[config.mk]
export PLATFORM = sky130hd
export DESIGN_NAME = lcd_line_sched
export DESIGN_NICKNAME = d
export VERILOG_FILES = /design/src/rtl/lcd_pkg.sv /design/src/rtl/lcd_byte_tx.sv /design/src/rtl/lcd_line_sched.sv
export SDC_FILE = /design/constraint.sdc
export NUM_CORES = 1
export LEC_CHECK = 0
export BUFFER_PORTS_ARGS = -buffer_cell sky130_fd_sc_hd__buf_4
export CORE_ASPECT_RATIO = 1.75
export CORE_MARGIN = 2
export CORE_UTILIZATION = 39
export CTS_BUF_LIST = sky130_fd_sc_hd__clkbuf_2
export DETAILED_ROUTE_END_ITERATION = 8
export PLACE_DENSITY = 0.69
export SYNTH_ARGS = -nofsm -noshare
export SYNTH_HDL_FRONTEND = slang
export SYNTH_SLANG_ARGS = --single-unit
[constraint.sdc]
create_clock -name CLK -period 2.3 [get_ports CLK]
set_input_delay 0.46 -clock CLK [delete_from_list [all_inputs] [get_ports CLK]]
set_output_delay 0.46 -clock CLK [all_outputs]
set_load 0.01 [all_outputs]
[src/rtl/lcd_pkg.sv]
`default_nettype none
// ============================================================================
// Module   : lcd_pkg
// Purpose  : Shared types and constants for the LCD line scheduler: the
//            scheduler and byte-engine state encodings, the HD44780 power-up
//            command ROM and the DDRAM row base addresses.
// Revision : 1.0 - initial release
// ============================================================================
package lcd_pkg;

  // Scheduler states
  typedef enum logic [2:0] {
    ST_INIT = 3'd0,
    ST_IDLE = 3'd1,
    ST_ADDR = 3'd2,
    ST_CHAR = 3'd3,
    ST_WAIT = 3'd4,
    ST_GAP  = 3'd5,
    ST_DONE = 3'd6
  } sched_state_e;

  // What kind of byte is currently in flight, decides the follow-up state
  typedef enum logic [1:0] {
    KIND_INIT = 2'd0,
    KIND_ADDR = 2'd1,
    KIND_CHAR = 2'd2
  } byte_kind_e;

  // Byte engine states
  typedef enum logic [2:0] {
    TX_IDLE = 3'd0,
    TX_STRB = 3'd1,
    TX_SKIP = 3'd2,
    TX_WAIT = 3'd3,
    TX_GAP  = 3'd4
  } tx_state_e;

  // Power-up command ROM: 4-bit bus / 2 lines, display on, clear, entry mode
  localparam logic [7:0] CMD_FUNC_SET = 8'h28;
  localparam logic [7:0] CMD_DISP_ON  = 8'h0C;
  localparam logic [7:0] CMD_CLEAR    = 8'h01;
  localparam logic [7:0] CMD_ENTRY    = 8'h06;

  // Set-DDRAM-address commands for the start of each row
  localparam logic [7:0] ROW0_BASE = 8'h80;
  localparam logic [7:0] ROW1_BASE = 8'hC0;

  // Replacement for NUL when padding is enabled
  localparam logic [7:0] PAD_CHAR = 8'h20;

  function automatic logic [7:0] init_cmd(input logic [1:0] step);
    case (step)
      2'd0:    init_cmd = CMD_FUNC_SET;
      2'd1:    init_cmd = CMD_DISP_ON;
      2'd2:    init_cmd = CMD_CLEAR;
      default: init_cmd = CMD_ENTRY;
    endcase
  endfunction

endpackage
`default_nettype wire

[src/rtl/lcd_byte_tx.sv]
`default_nettype none
// ============================================================================
// Module   : lcd_byte_tx
// Purpose  : One-byte write handshake toward the LCD_write nibble engine:
//            1-cycle strobe, one cycle where busy is ignored (engine may not
//            have raised it yet), wait for busy low, then GAP_CYCLES idle
//            cycles before reporting completion with a 1-cycle done pulse.
// Revision : 1.0 - initial release
// ============================================================================
module lcd_byte_tx #(
  parameter int GAP_CYCLES = 8
) (
  input  logic       CLK,
  input  logic       RESET,
  input  logic       start,
  input  logic [7:0] data,
  input  logic       rs,
  input  logic       wr_busy,
  output logic       wr_strb,
  output logic [7:0] wr_data,
  output logic       wr_rs,
  output logic       in_gap,
  output logic       done
);
  import lcd_pkg::*;

  localparam int CNT_W = (GAP_CYCLES > 1) ? $clog2(GAP_CYCLES) : 1;
  localparam logic [CNT_W-1:0] LAST_CNT = (GAP_CYCLES > 0) ? CNT_W'(GAP_CYCLES - 1) : '0;

  tx_state_e        state_q, state_d;
  logic [CNT_W-1:0] cnt_q, cnt_d;
  logic             strb_q, strb_d;
  logic [7:0]       data_q, data_d;
  logic             rs_q, rs_d;
  logic             done_q, done_d;

  // Next-state logic for the strobe / busy-wait / gap sequence
  always_comb begin
    state_d = state_q;
    cnt_d   = cnt_q;
    strb_d  = 1'b0;
    data_d  = data_q;
    rs_d    = rs_q;
    done_d  = 1'b0;
    case (state_q)
      TX_IDLE: begin
        if (start) begin
          strb_d  = 1'b1;
          data_d  = data;
          rs_d    = rs;
          state_d = TX_STRB;
        end
      end
      TX_STRB: state_d = TX_SKIP;
      TX_SKIP: state_d = TX_WAIT;
      TX_WAIT: begin
        if (!wr_busy) begin
          if (GAP_CYCLES == 0) begin
            done_d  = 1'b1;
            state_d = TX_IDLE;
          end else begin
            cnt_d   = '0;
            state_d = TX_GAP;
          end
        end
      end
      TX_GAP: begin
        if (cnt_q == LAST_CNT) begin
          done_d  = 1'b1;
          state_d = TX_IDLE;
        end else begin
          cnt_d = cnt_q + CNT_W'(1);
        end
      end
      default: state_d = TX_IDLE;
    endcase
  end

  // State and registered outputs
  always_ff @(posedge CLK) begin
    if (RESET) begin
      state_q <= TX_IDLE;
      cnt_q   <= '0;
      strb_q  <= 1'b0;
      data_q  <= 8'h00;
      rs_q    <= 1'b0;
      done_q  <= 1'b0;
    end else begin
      state_q <= state_d;
      cnt_q   <= cnt_d;
      strb_q  <= strb_d;
      data_q  <= data_d;
      rs_q    <= rs_d;
      done_q  <= done_d;
    end
  end

  assign wr_strb = strb_q;
  assign wr_data = data_q;
  assign wr_rs   = rs_q;
  assign in_gap  = (state_q == TX_GAP);
  assign done    = done_q;

endmodule
`default_nettype wire

[src/rtl/lcd_line_sched.sv]
`default_nettype none
// ============================================================================
// Module   : lcd_line_sched
// Purpose  : Runs the LCD power-up sequence, then arbitrates two line
//            requesters round-robin and writes one full line (row address
//            plus LINE_LEN characters) for the granted owner.
// Config   : LCD_SCHED_NUL_PAD_EN - when defined, NUL characters are written
//            as spaces and the full line is always sent; otherwise the line
//            ends at the first NUL.
// Revision : 1.0 - initial release
// ============================================================================
module lcd_line_sched #(
  parameter int GAP_CYCLES = 8,
  parameter int LINE_LEN   = 16
) (
  input  logic       CLK,
  input  logic       RESET,
  input  logic       req0,
  input  logic       req1,
  input  logic       line0,
  input  logic       line1,
  input  logic [7:0] char0,
  input  logic [7:0] char1,
  output logic       gnt0,
  output logic       gnt1,
  output logic [3:0] char_idx,
  output logic       done0,
  output logic       done1,
  output logic       wr_strb,
  output logic [7:0] wr_data,
  output logic       wr_rs,
  input  logic       wr_busy,
  output logic       init_done
);
  import lcd_pkg::*;

  localparam logic [3:0] LAST_IDX = 4'(LINE_LEN - 1);

  sched_state_e state_q, state_d;
  byte_kind_e   kind_q, kind_d;
  logic [1:0]   step_q, step_d;
  logic         owner_q, owner_d;   // 0 = requester 0, 1 = requester 1
  logic         row_q, row_d;
  logic         prio_q, prio_d;     // 1 = requester 1 wins a tie
  logic         gnt0_q, gnt0_d, gnt1_q, gnt1_d;
  logic         done0_q, done0_d, done1_q, done1_d;
  logic [3:0]   char_idx_q, char_idx_d;
  logic         init_done_q, init_done_d;

  logic         tx_start, tx_rs, tx_gap, tx_done, line_end;
  logic [7:0]   tx_data, char_sel;

  assign char_sel = owner_q ? char1 : char0;

  lcd_byte_tx #(.GAP_CYCLES(GAP_CYCLES)) u_tx (
    .CLK     (CLK),
    .RESET   (RESET),
    .start   (tx_start),
    .data    (tx_data),
    .rs      (tx_rs),
    .wr_busy (wr_busy),
    .wr_strb (wr_strb),
    .wr_data (wr_data),
    .wr_rs   (wr_rs),
    .in_gap  (tx_gap),
    .done    (tx_done)
  );

  // Scheduler next-state: init ROM walk, arbitration, address and char issue
  always_comb begin
    state_d     = state_q;
    kind_d      = kind_q;
    step_d      = step_q;
    owner_d     = owner_q;
    row_d       = row_q;
    prio_d      = prio_q;
    gnt0_d      = gnt0_q;
    gnt1_d      = gnt1_q;
    done0_d     = 1'b0;
    done1_d     = 1'b0;
    char_idx_d  = char_idx_q;
    init_done_d = init_done_q;
    tx_start    = 1'b0;
    tx_data     = 8'h00;
    tx_rs       = 1'b0;
    line_end    = 1'b0;
    case (state_q)
      ST_INIT: begin
        tx_start = 1'b1;
        tx_data  = init_cmd(step_q);
        kind_d   = KIND_INIT;
        state_d  = ST_WAIT;
      end
      ST_IDLE: begin
        char_idx_d = 4'd0;
        if (req0 && (!req1 || !prio_q)) begin
          owner_d = 1'b0;
          row_d   = line0;
          gnt0_d  = 1'b1;
          prio_d  = 1'b1;
          state_d = ST_ADDR;
        end else if (req1) begin
          owner_d = 1'b1;
          row_d   = line1;
          gnt1_d  = 1'b1;
          prio_d  = 1'b0;
          state_d = ST_ADDR;
        end
      end
      ST_ADDR: begin
        tx_start = 1'b1;
        tx_data  = row_q ? ROW1_BASE : ROW0_BASE;
        kind_d   = KIND_ADDR;
        state_d  = ST_WAIT;
      end
      ST_CHAR: begin
`ifdef LCD_SCHED_NUL_PAD_EN
        tx_start = 1'b1;
        tx_rs    = 1'b1;
        tx_data  = (char_sel == 8'h00) ? PAD_CHAR : char_sel;
        kind_d   = KIND_CHAR;
        state_d  = ST_WAIT;
`else
        if (char_sel == 8'h00) begin
          line_end = 1'b1;
        end else begin
          tx_start = 1'b1;
          tx_rs    = 1'b1;
          tx_data  = char_sel;
          kind_d   = KIND_CHAR;
          state_d  = ST_WAIT;
        end
`endif
      end
      ST_WAIT, ST_GAP: begin
        if (tx_done) begin
          case (kind_q)
            KIND_INIT: begin
              if (step_q == 2'd3) begin
                init_done_d = 1'b1;
                state_d     = ST_IDLE;
              end else begin
                step_d  = step_q + 2'd1;
                state_d = ST_INIT;
              end
            end
            KIND_ADDR: state_d = ST_CHAR;
            default: begin
              if (char_idx_q == LAST_IDX) begin
                line_end = 1'b1;
              end else begin
                char_idx_d = char_idx_q + 4'd1;
                state_d    = ST_CHAR;
              end
            end
          endcase
        end else if (tx_gap) begin
          state_d = ST_GAP;
        end
      end
      ST_DONE: state_d = ST_IDLE;
      default: state_d = ST_INIT;
    endcase
    // Line complete: pulse owner's done and release the grant together
    if (line_end) begin
      done0_d    = ~owner_q;
      done1_d    = owner_q;
      gnt0_d     = 1'b0;
      gnt1_d     = 1'b0;
      char_idx_d = 4'd0;
      state_d    = ST_DONE;
    end
  end

  // Scheduler state and registered outputs
  always_ff @(posedge CLK) begin
    if (RESET) begin
      state_q     <= ST_INIT;
      kind_q      <= KIND_INIT;
      step_q      <= 2'd0;
      owner_q     <= 1'b0;
      row_q       <= 1'b0;
      prio_q      <= 1'b0;
      gnt0_q      <= 1'b0;
      gnt1_q      <= 1'b0;
      done0_q     <= 1'b0;
      done1_q     <= 1'b0;
      char_idx_q  <= 4'd0;
      init_done_q <= 1'b0;
    end else begin
      state_q     <= state_d;
      kind_q      <= kind_d;
      step_q      <= step_d;
      owner_q     <= owner_d;
      row_q       <= row_d;
      prio_q      <= prio_d;
      gnt0_q      <= gnt0_d;
      gnt1_q      <= gnt1_d;
      done0_q     <= done0_d;
      done1_q     <= done1_d;
      char_idx_q  <= char_idx_d;
      init_done_q <= init_done_d;
    end
  end

  assign gnt0      = gnt0_q;
  assign gnt1      = gnt1_q;
  assign done0     = done0_q;
  assign done1     = done1_q;
  assign char_idx  = char_idx_q;
  assign init_done = init_done_q;

endmodule
`default_nettype wire

=== After elaboration in Yosys (flattened, before gate mapping) ===
Index checks and enable logic that the tools add are counted.

* Flip-flop bits (word level): 36
* Bits of input ports: 23
* Output and inout port bits: 19
* Word-level logic and storage cells: 135

* Add/subtract/negate cells: 3
* Eq/ne operators: 31
* Muxes and demuxes: 44
* Bitwise operators: 6
* Reduce and logical (&&, ||, !) cells: 32

{| class="wikitable"
|+ Operators by type and width
! operator !! number
|-
| $mux 3 || 12
|-
| $pmux 3 s5 || 2
|-
| $pmux 8 s3 || 1
|-
| $reduce_and 4->1 || 5
|-
| $pmux 6 s3 || 1
|-
| $mux 8 || 2
|-
| $eq 3x3->1 const B || 5
|-
| $mux 1 || 15
|-
| $reduce_or 2->1 || 7
|-
| $eq 3x2->1 const B || 4
|-
| $mux 4 || 3
|-
| $ne 2x2->1 const B || 6
|-
| $pmux 3 s2 || 2
|-
| $reduce_and 3->1 || 3
|-
| $logic_not 8->1 || 1
|-
| $pmux 4 s2 || 1
|-
| $reduce_and 2->1 || 4
|-
| $mux 7 || 1
|-
| $eq 3x1->1 const B || 2
|-
| $logic_not 3->1 || 2
|-
| $ne 3x3->1 const B || 2
|-
| $ne 6x6->1 const B || 1
|-
| $not 1->1 || 6
|-
| $pmux 2 s3 || 1
|-
| other kinds (19) || 27
|}

=== Logic depth before layout (Yosys ltp) ===
Gate-level depths: netlist (run 1).

* Word-level depth: 7
* Gate-level depth with buffers: 6
* Gate-level depth less buffers: 6

=== Modules after synthesis ===
A second synthesis (run 1) with hierarchy kept.

* Cells, all modules: 230
* Area total of the unflattened synthesis: 1908.1 um2

{| class="wikitable"
|+ Modules (own cells, without submodules)
! module !! instances !! cells an instance !! area each (um2) !! seq. area each (um2)
|-
| lcd_line_sched || 1 || 154 || 1236.2 || 380.4
|-
| lcd_byte_tx || 1 || 76 || 671.9 || 340.3
|}

=== Least setup slack after synthesis (run 1) ===
No wires, ideal clock.

* Path type: register to register
* From: register char_idx_q[0] (netlist: char_idx[0])
* To: register char_idx_q[3] (netlist: char_idx[3])
* Library setup time: 100 ps
* Data arrival time: 1626 ps
* Required time: 2200 ps
* Path slack: 574 ps
* Cell stages (with the launch flop): 6
* Buffers on the path: 0
* Clock period less this slack: 1726 ps
* Path through: dfxtp_1 ha_1 nand3_1 a21oi_2 or4_4 a2111oi_4

* Word-level cells in the longest chain between the ends: 6
* Elaborated cells between the ends (all ways): 13
* Those cells by class: add/sub: 1; eq/ne: 2; mux: 8; reduce/logical: 2

{| class="wikitable"
|+ Ends and longest elaborated chain
! element !! line !! source
|-
| start: declaration || lcd_line_sched.sv:47 || <nowiki>logic [3:0] char_idx_q, char_idx_d;</nowiki>
|-
| start signal: assignment || lcd_line_sched.sv:201 || <nowiki>char_idx_q <= char_idx_d;</nowiki>
|-
| parallel branches: the longest is 6 deep, another holds $add 4x1->4 || n/a ||
|}

Parallel ways; which one is timed is not known. The select of a mux whose other input is x is not followed.
A chain may end at the register's enable or synchronous reset.

=== Worst setup path in the final report (run 1) ===
* From: register state_q[2]
* To: register char_idx_q[3] (netlist: char_idx[3])

* Word-level cells in the longest chain between the ends: 4
* Elaborated cells between the ends (all ways): 13
* Those cells by class: eq/ne: 7; mux: 2; reduce/logical: 4

{| class="wikitable"
|+ Ends and longest elaborated chain
! element !! line !! source
|-
| start: declaration || lcd_line_sched.sv:39 || <nowiki>sched_state_e state_q, state_d;</nowiki>
|-
| start signal: assignment || lcd_line_sched.sv:191 || <nowiki>state_q <= state_d;</nowiki>
|-
| $eq 3x3->1 || lcd_line_sched.sv:87 || <nowiki>case (state_q)</nowiki>
|-
| $reduce_or 2->1 || lcd_line_sched.sv:87 ||
|-
| $ne 2x1->1 (no source line) (tied with other cells) || n/a ||
|-
| $reduce_and 4->1 (no source line) / $reduce_or 2->1 (equally long branches) || n/a ||
|}

Parallel ways exist; a longest one is shown, timed or not.

==> results.sh, run 1 <==
export IMPL_nNetsFinal=316
export IMPL_drc=0
export IMPL_crit_type="flip-flop to flip-flop"
export IMPL_io_pins=42
export IMPL_power_leakage_nw=1.06
export IMPL_yosysTopAreaCell="dfxtp_1"
export IMPL_rsz0062_at_grt="false"
export IMPL_ys_seq_area_share_pct=34.8
export IMPL_clk_latency_ns=0.39
export IMPL_design_core_area_sq_mm=0.00521
export IMPL_area_delta_synth_final_pct=23.6
export IMPL_tns_ns=0
export IMPL_dr_total_vias=2051
export IMPL_slew_violations=0
export IMPL_die_h_um=100
export IMPL_cts_max_path_buffers=2
export IMPL_initial_core_util_pct=39.8
export IMPL_outcome="completed"
export IMPL_skew_ns=0.0240
export IMPL_antenna_found_initial=0
export IMPL_fin_crit_sh_pct=86.2
export IMPL_dieArea_sq_mm=0.00593
export IMPL_worstMarginPinSlew_ns=0.543
export IMPL_rows=35
export IMPL_synth_seq_cells=36
export IMPL_yosys_most_used_dff="dfxtp_1"
export IMPL_crit_family="simple AND/OR/NAND/NOR gates"
export IMPL_synth_top_area_share_pct=34.8
export IMPL_drtPass1Iterations=5
export IMPL_worstPathRequired_ns=2.59
export IMPL_drive_above_1_share_pct=26.6
export IMPL_postCtsSetupBuffers=0
export IMPL_htreeDepth=2
export IMPL_syn_area_sq_mm=0.00207
export IMPL_setup_ws_ns=0.318
export IMPL_critPathArrivalTime_ns=2.27
export IMPL_numClockSinks=36
export IMPL_pwr_share_comb_pct=12.1
export IMPL_place_area_sq_mm=0.00249
export IMPL_ant_nets=0
export IMPL_max_freq_mhz=504
export IMPL_avgSynthCellArea_sq_um=8.78
export IMPL_die_x_um=59.1
export IMPL_antenna_cells=0
export IMPL_wirelength_um=5670
export IMPL_grt_ovfl_total=0
export IMPL_p_int_w=0.000888
export IMPL_instances_no_fill=341
export IMPL_hold_depth=3
export IMPL_grt_first_pass_wirelength_um=8840
export IMPL_worst_path_buf_inv=0
export IMPL_seqPwrFrac_pct=54.2
export IMPL_synth_cell_types=55
export IMPL_period_minus_slack_ns=1.98
export IMPL_hp_class="primary input to flip-flop"
export IMPL_cts_clk_slew_worst_paths_ns=0.20
export IMPL_tritoncts="done"
export IMPL_crit_fanout=15
export IMPL_p_sw_w=0.000311
export IMPL_synth_nets=267
export IMPL_io_buffers=41
export IMPL_maxCapViolations=0
export IMPL_synthArstFlopShare_pct=0
export IMPL_hpwlAfterDp_um=4250
export IMPL_placedCellCount=333
export IMPL_grt_max_degree=23
export IMPL_clockPowerShare_pct=33.8
export IMPL_numCtsBuffers=5
export IMPL_setup_viol=0
export IMPL_grt_pass1_vias=1951
export IMPL_cp_end_kind="flip-flop"
export IMPL_detail_route_vias_per_cell=6.01
export IMPL_path_depth=4
export IMPL_path_cells="and3_2 -> a21oi_2 -> or4_4 -> a2111oi_4"
export IMPL_gr_usage_all_layers_pct=19.4
export IMPL_ys_top_cells_by_area="dfxtp_1, ha_1, mux2i_1"
export IMPL_slowest_delay_ns=0.62
export IMPL_design_area_sq_mm=0.00256
export IMPL_crit_path_start_kind="flip-flop"
export IMPL_ir_drop_mv=0.241
export IMPL_syn_instance_count=236
export IMPL_cts_hold_buf=0
export IMPL_ctsResizeCount=0
export IMPL_place_gp_congestion=0.949
export IMPL_rr_worst_depth=4
export IMPL_ys_warn_count=0
export IMPL_power_density_mw_per_mm2=468
export IMPL_pre_cts_ws_ns=0.390
export IMPL_swShare_pct=25.9
export IMPL_hold_viol_final=0
export IMPL_clockRootBuffer="clkbuf_2"
export IMPL_drtIter0Drc=94
export IMPL_relSlewSlack_pct=63.5
export IMPL_worst_path_max_delay_cell="dfxtp_1"
export IMPL_wl_per_cell_um=16.6
export IMPL_synth_edf_count=0
-- Yosys cell counts, types with 2 or more instances --
master and n:
a211o_1 2, a211oi_1 7, a21boi_0 2, a21oi_1 10, a21oi_2 2, a31oi_1 3, a32oi_1 7, and3_1 8
and4b_1 2, buf_2 5, clkbuf_1 7, dfxtp_1 36, ha_1 8, inv_1 5, mux2i_1 10, nand2_1 13
nand2b_1 2, nand3_1 20, nand4b_1 2, nor2_1 19, nor2b_1 6, nor3_1 5, nor3b_1 2, nor4_1 3
nor4_2 2, o211a_1 2, o211ai_1 7, o21ai_0 7, o2bb2ai_1 3, or2_2 2, or3_1 3
-- worst min-delay path, stage by stage --
cell and delay (ns):
buf_4 0.12, nand2_1 0.05, a211oi_1 0.06
-- registers in the layout, summed over array words and instances, names as in the netlist --
| signal | cells |
|---|---|
| u_tx.wr_data | 8 |
| char_idx | 4 |
| state_q | 3 |
| u_tx.cnt_q | 3 |
| u_tx.state_q | 3 |
| kind_q | 2 |
| step_q | 2 |
| done0 | 1 |
| done1 | 1 |
| gnt0 | 1 |
| gnt1 | 1 |
| init_done | 1 |
| owner_q | 1 |
| prio_q | 1 |
| row_q | 1 |
| u_tx.done | 1 |
| u_tx.wr_rs | 1 |
| u_tx.wr_strb | 1 |
-- final timing paths --
| check | end | slack (ns) | start |
|---|---|---|---|
| max reg2reg | char_idx[3] | 0.32 | state_q[2] |
| max | char_idx[3] | 0.32 | state_q[2] |
| min reg2reg | u_tx.cnt_q[2] | 0.48 | u_tx.cnt_q[2] |
| min | u_tx.state_q[0] | 0.34 | wr_busy |
-- cell families (layout without fill, tap and decap cells) --
group,Yosys count,count (layout),synth area share [%]
AOI/OAI and AO/OA,67,67,25.5
xor gates and xnor gates,1,1,0.423
adders and majority gates,8,8,4.83
buffers and inverters,17,67,3.38
DFF,36,36,34.8
muxes,10,10,4.83
and+or+nand+nor,97,97,26.3
-- cell type report --
type | count | area (sq um)
well taps | 55 | 68.8
flip-flops and latches | 36 | 721
clock inverters | 2 | 35.0
repair buffers | 54 | 405
clock buffers | 6 | 30.0
fillers | 522 | 2650
multi-input cells | 183 | 1280
inverters | 5 | 18.8
-- cells in the final DEF, fill, tap and decap left out, types with 8 or more instances in the layout --
master   instances
nand2_1         13
dfxtp_1         36
nor2_1          19
a21oi_1         10
mux2i_1         10
and3_1           8
buf_4           54
nand3_1         20
ha_1             8
-- per-stage QoR --
step	utilization [%]	power, W	hold slack [ns]
6_report	49.1	0.00120	0.339
5_1_grt	49.1	0.00124	0.354
4_1_cts	49.1	0.00121	0.314
3_5_place_dp	47.9	0.000806	0.452
3_3_place_gp	47.9	0.000805	0.445
2_1_floorplan	-	0.000729	0.436
-- power by group through the flow --
stage	clock network, W	logic, W	registers [W]
after CTS	0.000419	0.000144	0.000649
after global placement	0	0.000144	0.000661
after floorplan	0	0.0000691	0.000660
after detailed placement	0	0.000144	0.000662
final	0.000405	0.000144	0.000649
after global routing	0.000437	0.000156	0.000652
-- per-layer routing --
metal | vias to the layer above | GRT usage, % | routed length, um
met3 | 18 | 2.45 | 230
met2 | 74 | 35.6 | 3010
li1 | 1002 | - | -
met4 | 0 | 10.3 | 210
met1 | 957 | 20.4 | 2220
met5 | - | 0 | 0
Note: power is estimated with default switching activity, not from simulation.
==> run 2, diff against run 1 <==
Settings changed: CORE_UTILIZATION 39 to 57, PLACE_DENSITY 0.69 to 0.87.
==> run 2 against run 1 <==
  * Utilization rose by 21 points
  * Non-clock buffer count fell by 2
  * Largest power group unchanged
  * Critical endpoint is now u_tx.wr_data[4]
  * Clock skew fell by 0.0061 ns
  * Cell area fell by 2.2%
  * Global-route usage rose by 7.9 points
  * Combinational power barely moved
  * Sequential power barely moved
  * Register-to-register slack improved by 0.097 ns
  * Clock power fell by 34%
  * Wire length fell by 4.0%
  * Sequential share of layout area rose by 0.63 points
==> results.sh, run 2 (synthesis results as in run 1) <==
export IMPL_rows=29
export IMPL_p_int_w=0.000770
export IMPL_seqPwrFrac_pct=61.3
export IMPL_skew_ns=0.0179
export IMPL_ctsResizeCount=0
export IMPL_clk_latency_ns=0.37
export IMPL_initial_core_util_pct=58.3
export IMPL_tritoncts="done"
export IMPL_postCtsSetupBuffers=0
export IMPL_wirelength_um=5440
export IMPL_design_area_sq_mm=0.00250
export IMPL_dieArea_sq_mm=0.00415
export IMPL_place_gp_congestion=0.912
export IMPL_hp_class="primary input to flip-flop"
export IMPL_crit_type="flip-flop to flip-flop"
export IMPL_cp_end_kind="flip-flop"
export IMPL_path_cells="nand3b_1 -> a211oi_2 -> nor3_1 -> a221o_1"
export IMPL_grt_pass1_vias=2001
export IMPL_io_pins=42
export IMPL_slowest_delay_ns=0.57
export IMPL_hpwlAfterDp_um=4080
export IMPL_die_x_um=49.6
export IMPL_cts_clk_slew_worst_paths_ns=0.17
export IMPL_critPathArrivalTime_ns=2.17
export IMPL_drc=0
export IMPL_crit_path_start_kind="flip-flop"
export IMPL_maxCapViolations=0
export IMPL_hold_viol_final=0
export IMPL_grt_max_degree=23
export IMPL_slew_violations=0
export IMPL_htreeDepth=2
export IMPL_dr_total_vias=2100
export IMPL_p_sw_w=0.000289
export IMPL_relSlewSlack_pct=59.8
export IMPL_detail_route_vias_per_cell=6.38
export IMPL_wl_per_cell_um=16.5
export IMPL_io_buffers=41
export IMPL_cts_hold_buf=0
export IMPL_die_h_um=83.8
export IMPL_rsz0062_at_grt="false"
export IMPL_ant_nets=0
export IMPL_final_cell_mix="buf_4, dfxtp_1, nand3_1"
export IMPL_antenna_cells=0
export IMPL_nNetsFinal=314
export IMPL_worst_path_buf_inv=0
export IMPL_dr_wl_met3_um=277
export IMPL_worst_path_max_delay_cell="a211oi_2"
export IMPL_period_minus_slack_ns=1.89
export IMPL_power_density_mw_per_mm2=423
export IMPL_numClockSinks=36
export IMPL_fin_crit_sh_pct=82.0
export IMPL_grt_ovfl_total=0
export IMPL_setup_viol=0
export IMPL_fin_util_pct=70.4
export IMPL_outcome="completed"
export IMPL_crit_fanout=10
export IMPL_crit_family="compound AO/OA/AOI/OAI gates"
export IMPL_power_leakage_nw=1.04
export IMPL_ir_drop_mv=0.450
export IMPL_top_layer_used="met4"
export IMPL_design_core_area_sq_mm=0.00356
export IMPL_final_common_cell="buf_4"
export IMPL_grt_first_pass_wirelength_um=8870
export IMPL_area_delta_synth_final_pct=20.8
export IMPL_place_area_sq_mm=0.00247
export IMPL_drtIter0Drc=61
export IMPL_tns_ns=0
export IMPL_worstPathRequired_ns=2.58
export IMPL_antenna_found_initial=0
export IMPL_gr_usage_all_layers_pct=27.2
export IMPL_swShare_pct=27.3
export IMPL_drtPass1Iterations=4
export IMPL_m1WireLength_um=2040
export IMPL_drive_above_1_share_pct=25.8
export IMPL_dr_wl_met2_um=2950
export IMPL_clockRootBuffer="clkbuf_2"
export IMPL_cts_max_path_buffers=2
export IMPL_worstMarginPinSlew_ns=0.598
export IMPL_largest_reg_flops=8
export IMPL_r2r_slack_ns=0.41
export IMPL_max_freq_mhz=530
export IMPL_clockPowerShare_pct=25.3
export IMPL_pwr_share_comb_pct=13.5
export IMPL_numCtsBuffers=5
-- run 2: power groups by stage --
stage / registers [W] / clock network (W) / logic (W)
2_1_floorplan: 0.000660 / 0 / 0.0000691
3_3_place_gp: 0.000660 / 0 / 0.000137
3_5_place_dp: 0.000661 / 0 / 0.000139
4_1_cts: 0.000648 / 0.000277 / 0.000140
5_1_grt: 0.000651 / 0.000302 / 0.000153
6_report: 0.000648 / 0.000267 / 0.000143
-- run 2: final cells by class --
| cell class | count | area, sq um |
|---|---|---|
| fill | 315 | 1050 |
| sequential | 36 | 721 |
| multi-input combinational | 183 | 1280 |
| timing repair buffer | 52 | 390 |
| tap | 46 | 57.6 |
| inverter | 5 | 18.8 |
| clock buffer | 6 | 30.0 |
| clock inverter | 1 | 5.00 |
-- run 2: routing by layer --
metal	global-route usage [%]	vias to the layer above
li1	-	1000
met3	4.84	14
met5	0	-
met1	27.3	1006
met2	49.5	80
met4	17.2	0
-- run 2: final timing paths --
kind	startpoint	to	depth (start not counted)
hold reg to reg	u_tx.cnt_q[1]	u_tx.cnt_q[1]	2
hold / removal	wr_busy	u_tx.state_q[0]	3
setup / recovery	state_q[2]	u_tx.wr_data[4]	4
setup reg to reg	state_q[2]	u_tx.wr_data[4]	4
-- run 2: metrics by stage --
step	cells	worst slack, ns	power (W)	hold WS (ns)
after floorplan	236	0.574	0.000729	0.436
after global placement	322	0.351	0.000797	0.444
after detailed placement	322	0.281	0.000800	0.462
after CTS	329	0.445	0.00106	0.331
after global routing	329	0.243	0.00111	0.329
final	329	0.414	0.00106	0.348
-- run 2: worst register-to-register path, delay by kind of cell (launching register included) --
family	cells	cell delay, ns
flip-flops	1	0.43
AO/OA/AOI/OAI	2	0.85
AND/OR/NAND/NOR	2	0.53
==> run 3, diff against run 2 <==
Clock period 2.3 ns to 2 ns, I/O delays scaled along.
==> run 3 against run 2 <==
  * Critical path depth increased by 1
  * Non-clock buffer count increased by 7
  * Die area unchanged
  * Critical path type unchanged
  * Largest cell class unchanged
  * Largest power group unchanged
==> results.sh, run 3 (synthesis results as in run 1) <==
export IMPL_outcome="completed"
export IMPL_skew_ns=0.0209
export IMPL_worstMarginPinSlew_ns=0.525
export IMPL_cts_clk_slew_worst_paths_ns=0.18
export IMPL_multi_input_area_sq_mm=0.00128
export IMPL_grt_busiest_layer="met2"
export IMPL_area_delta_synth_final_pct=23.6
export IMPL_antenna_found_initial=0
export IMPL_nNetsFinal=321
export IMPL_wirelength_um=5440
export IMPL_htreeDepth=2
export IMPL_tritoncts="done"
export IMPL_hpwlAfterDp_um=4140
export IMPL_antenna_cells=0
export IMPL_hold_viol_final=0
export IMPL_r2r_slack_ns=0.18
export IMPL_die_x_um=49.6
export IMPL_power_leakage_nw=1.07
export IMPL_period_minus_slack_ns=1.82
export IMPL_hold_ws_ns=0.194
export IMPL_design_core_area_sq_mm=0.00356
export IMPL_io_buffers=41
export IMPL_hp_class="primary input to flip-flop"
export IMPL_slew_violations=0
export IMPL_grt_first_pass_wirelength_um=9050
export IMPL_slowest_delay_ns=0.50
export IMPL_power_density_mw_per_mm2=485
export IMPL_relSlewSlack_pct=64.7
export IMPL_n_fill_cell=302
export IMPL_rsz0062_at_grt="false"
export IMPL_crit_type="flip-flop to flip-flop"
export IMPL_path_cells="ha_1 -> nand3_1 -> a21oi_2 -> or4_4 -> a2111oi_4"
export IMPL_final_cell_mix="buf_4, dfxtp_1, nand3_1"
export IMPL_wl_per_cell_um=16.1
export IMPL_cts_hold_buf=0
export IMPL_crit_path_start_kind="flip-flop"
export IMPL_ir_drop_mv=0.529
export IMPL_cts_max_path_buffers=2
export IMPL_seq_area_sq_um=721
export IMPL_drive_above_1_share_pct=27.5
export IMPL_use_met1_pct=29.4
export IMPL_initial_core_util_pct=58.3
export IMPL_clockRootBuffer="clkbuf_2"
export IMPL_cp_end_kind="flip-flop"
export IMPL_clk_latency_ns=0.38
export IMPL_max_freq_mhz=551
export IMPL_gr_usage_all_layers_pct=27.9
export IMPL_grt_pass1_vias=2012
export IMPL_global_route_usage_met2_pct=50.4
export IMPL_rows=29
export IMPL_numCtsBuffers=5
export IMPL_tns_ns=0
export IMPL_hp_start="RESET"
export IMPL_postCtsSetupBuffers=0
export IMPL_drc=0
export IMPL_worst_path_max_delay_cell="or4_4"
export IMPL_largest_reg_flops=8
export IMPL_fin_crit_sh_pct=90.8
export IMPL_detail_route_vias_per_cell=6.22
export IMPL_r2r_start="char_idx[0]"
export IMPL_dieArea_sq_mm=0.00415
export IMPL_grt_use_met3_pct=4.48
export IMPL_grt_max_degree=18
export IMPL_place_gp_congestion=0.933
export IMPL_drtIter0Drc=69
export IMPL_critPathLaunch="char_idx[0]"
export IMPL_maxCapViolations=0
export IMPL_io_pins=42
export IMPL_drtPass1Iterations=4
export IMPL_crit_fanout=5
export IMPL_ctsResizeCount=0
export IMPL_numClockSinks=36
export IMPL_critPathArrivalTime_ns=2.11
export IMPL_ant_nets=0
export IMPL_grt_ovfl_total=0
export IMPL_final_common_cell="buf_4"
export IMPL_die_h_um=83.8
export IMPL_dr_total_vias=2097
export IMPL_worstPathRequired_ns=2.30
export IMPL_setup_viol=0
## run 3: changes by cell type in the layout (fill, tap and decap cells not counted)
| cell | previous run | this run |
|---|---|---|
| buf_4 | 52 | 59 |
| clkinv_1 | 0 | 1 |
| clkbuf_2 | 6 | 7 |
| clkinv_2 | 1 | 0 |
## run 3: worst max-delay path, delay by kind of cell (launching register included)
kind / cells / cell delay [ns]
DFF: 1 / 0.38
adders and majority gates: 1 / 0.24
AOI/OAI and AO/OA: 2 / 0.44
and+or+nand+nor: 2 / 0.67
## run 3: final timing paths
kind                   endpoint  cells past startpoint
setup / recovery    char_idx[3]                      5
hold reg to reg   u_tx.cnt_q[1]                      2
hold / removal     u_tx.wr_strb                      2
setup reg to reg    char_idx[3]                      5
## run 3: power breakdown
group | switching [W] | internal [W] | leakage, nW
Clock | 0.000234 | 0.0000937 | 0.0306
Combinational | 0.0000926 | 0.0000753 | 0.752
Sequential | 0.0000141 | 0.000731 | 0.291
Total | 0.000340 | 0.000900 | 1.07
## run 3: layout make-up
| class | instances | area share [%] |
|---|---|---|
| clock buffer | 7 | 1.37 |
| clock inverter | 1 | 0.147 |
| inverter | 5 | 0.733 |
| multi-input combinational | 183 | 50.0 |
| sequential | 36 | 28.2 |
| tap | 46 | 2.25 |
| timing repair buffer | 59 | 17.3 |
## run 3: stage by stage
step	std cells	cell area [sq um]	setup slack (ns)	util, %	power, W
4_1_cts	337	2560	0.196	72.0	0.00125
3_3_place_gp	329	2520	0.281	70.9	0.000923
5_1_grt	337	2560	0.0657	72.0	0.00129
2_1_floorplan	236	2070	0.274	-	0.000838
3_5_place_dp	329	2520	0.232	70.9	0.000926
6_report	337	2560	0.184	72.0	0.00124
## run 3: per-layer routing
| layer | share of wire, % | up-vias |
|---|---|---|
| met4 | 4.7 | 0 |
| met2 | 52 | 89 |
| li1 | - | 1012 |
| met3 | 5.4 | 22 |
| met1 | 37 | 974 |
| met5 | 0 | - |
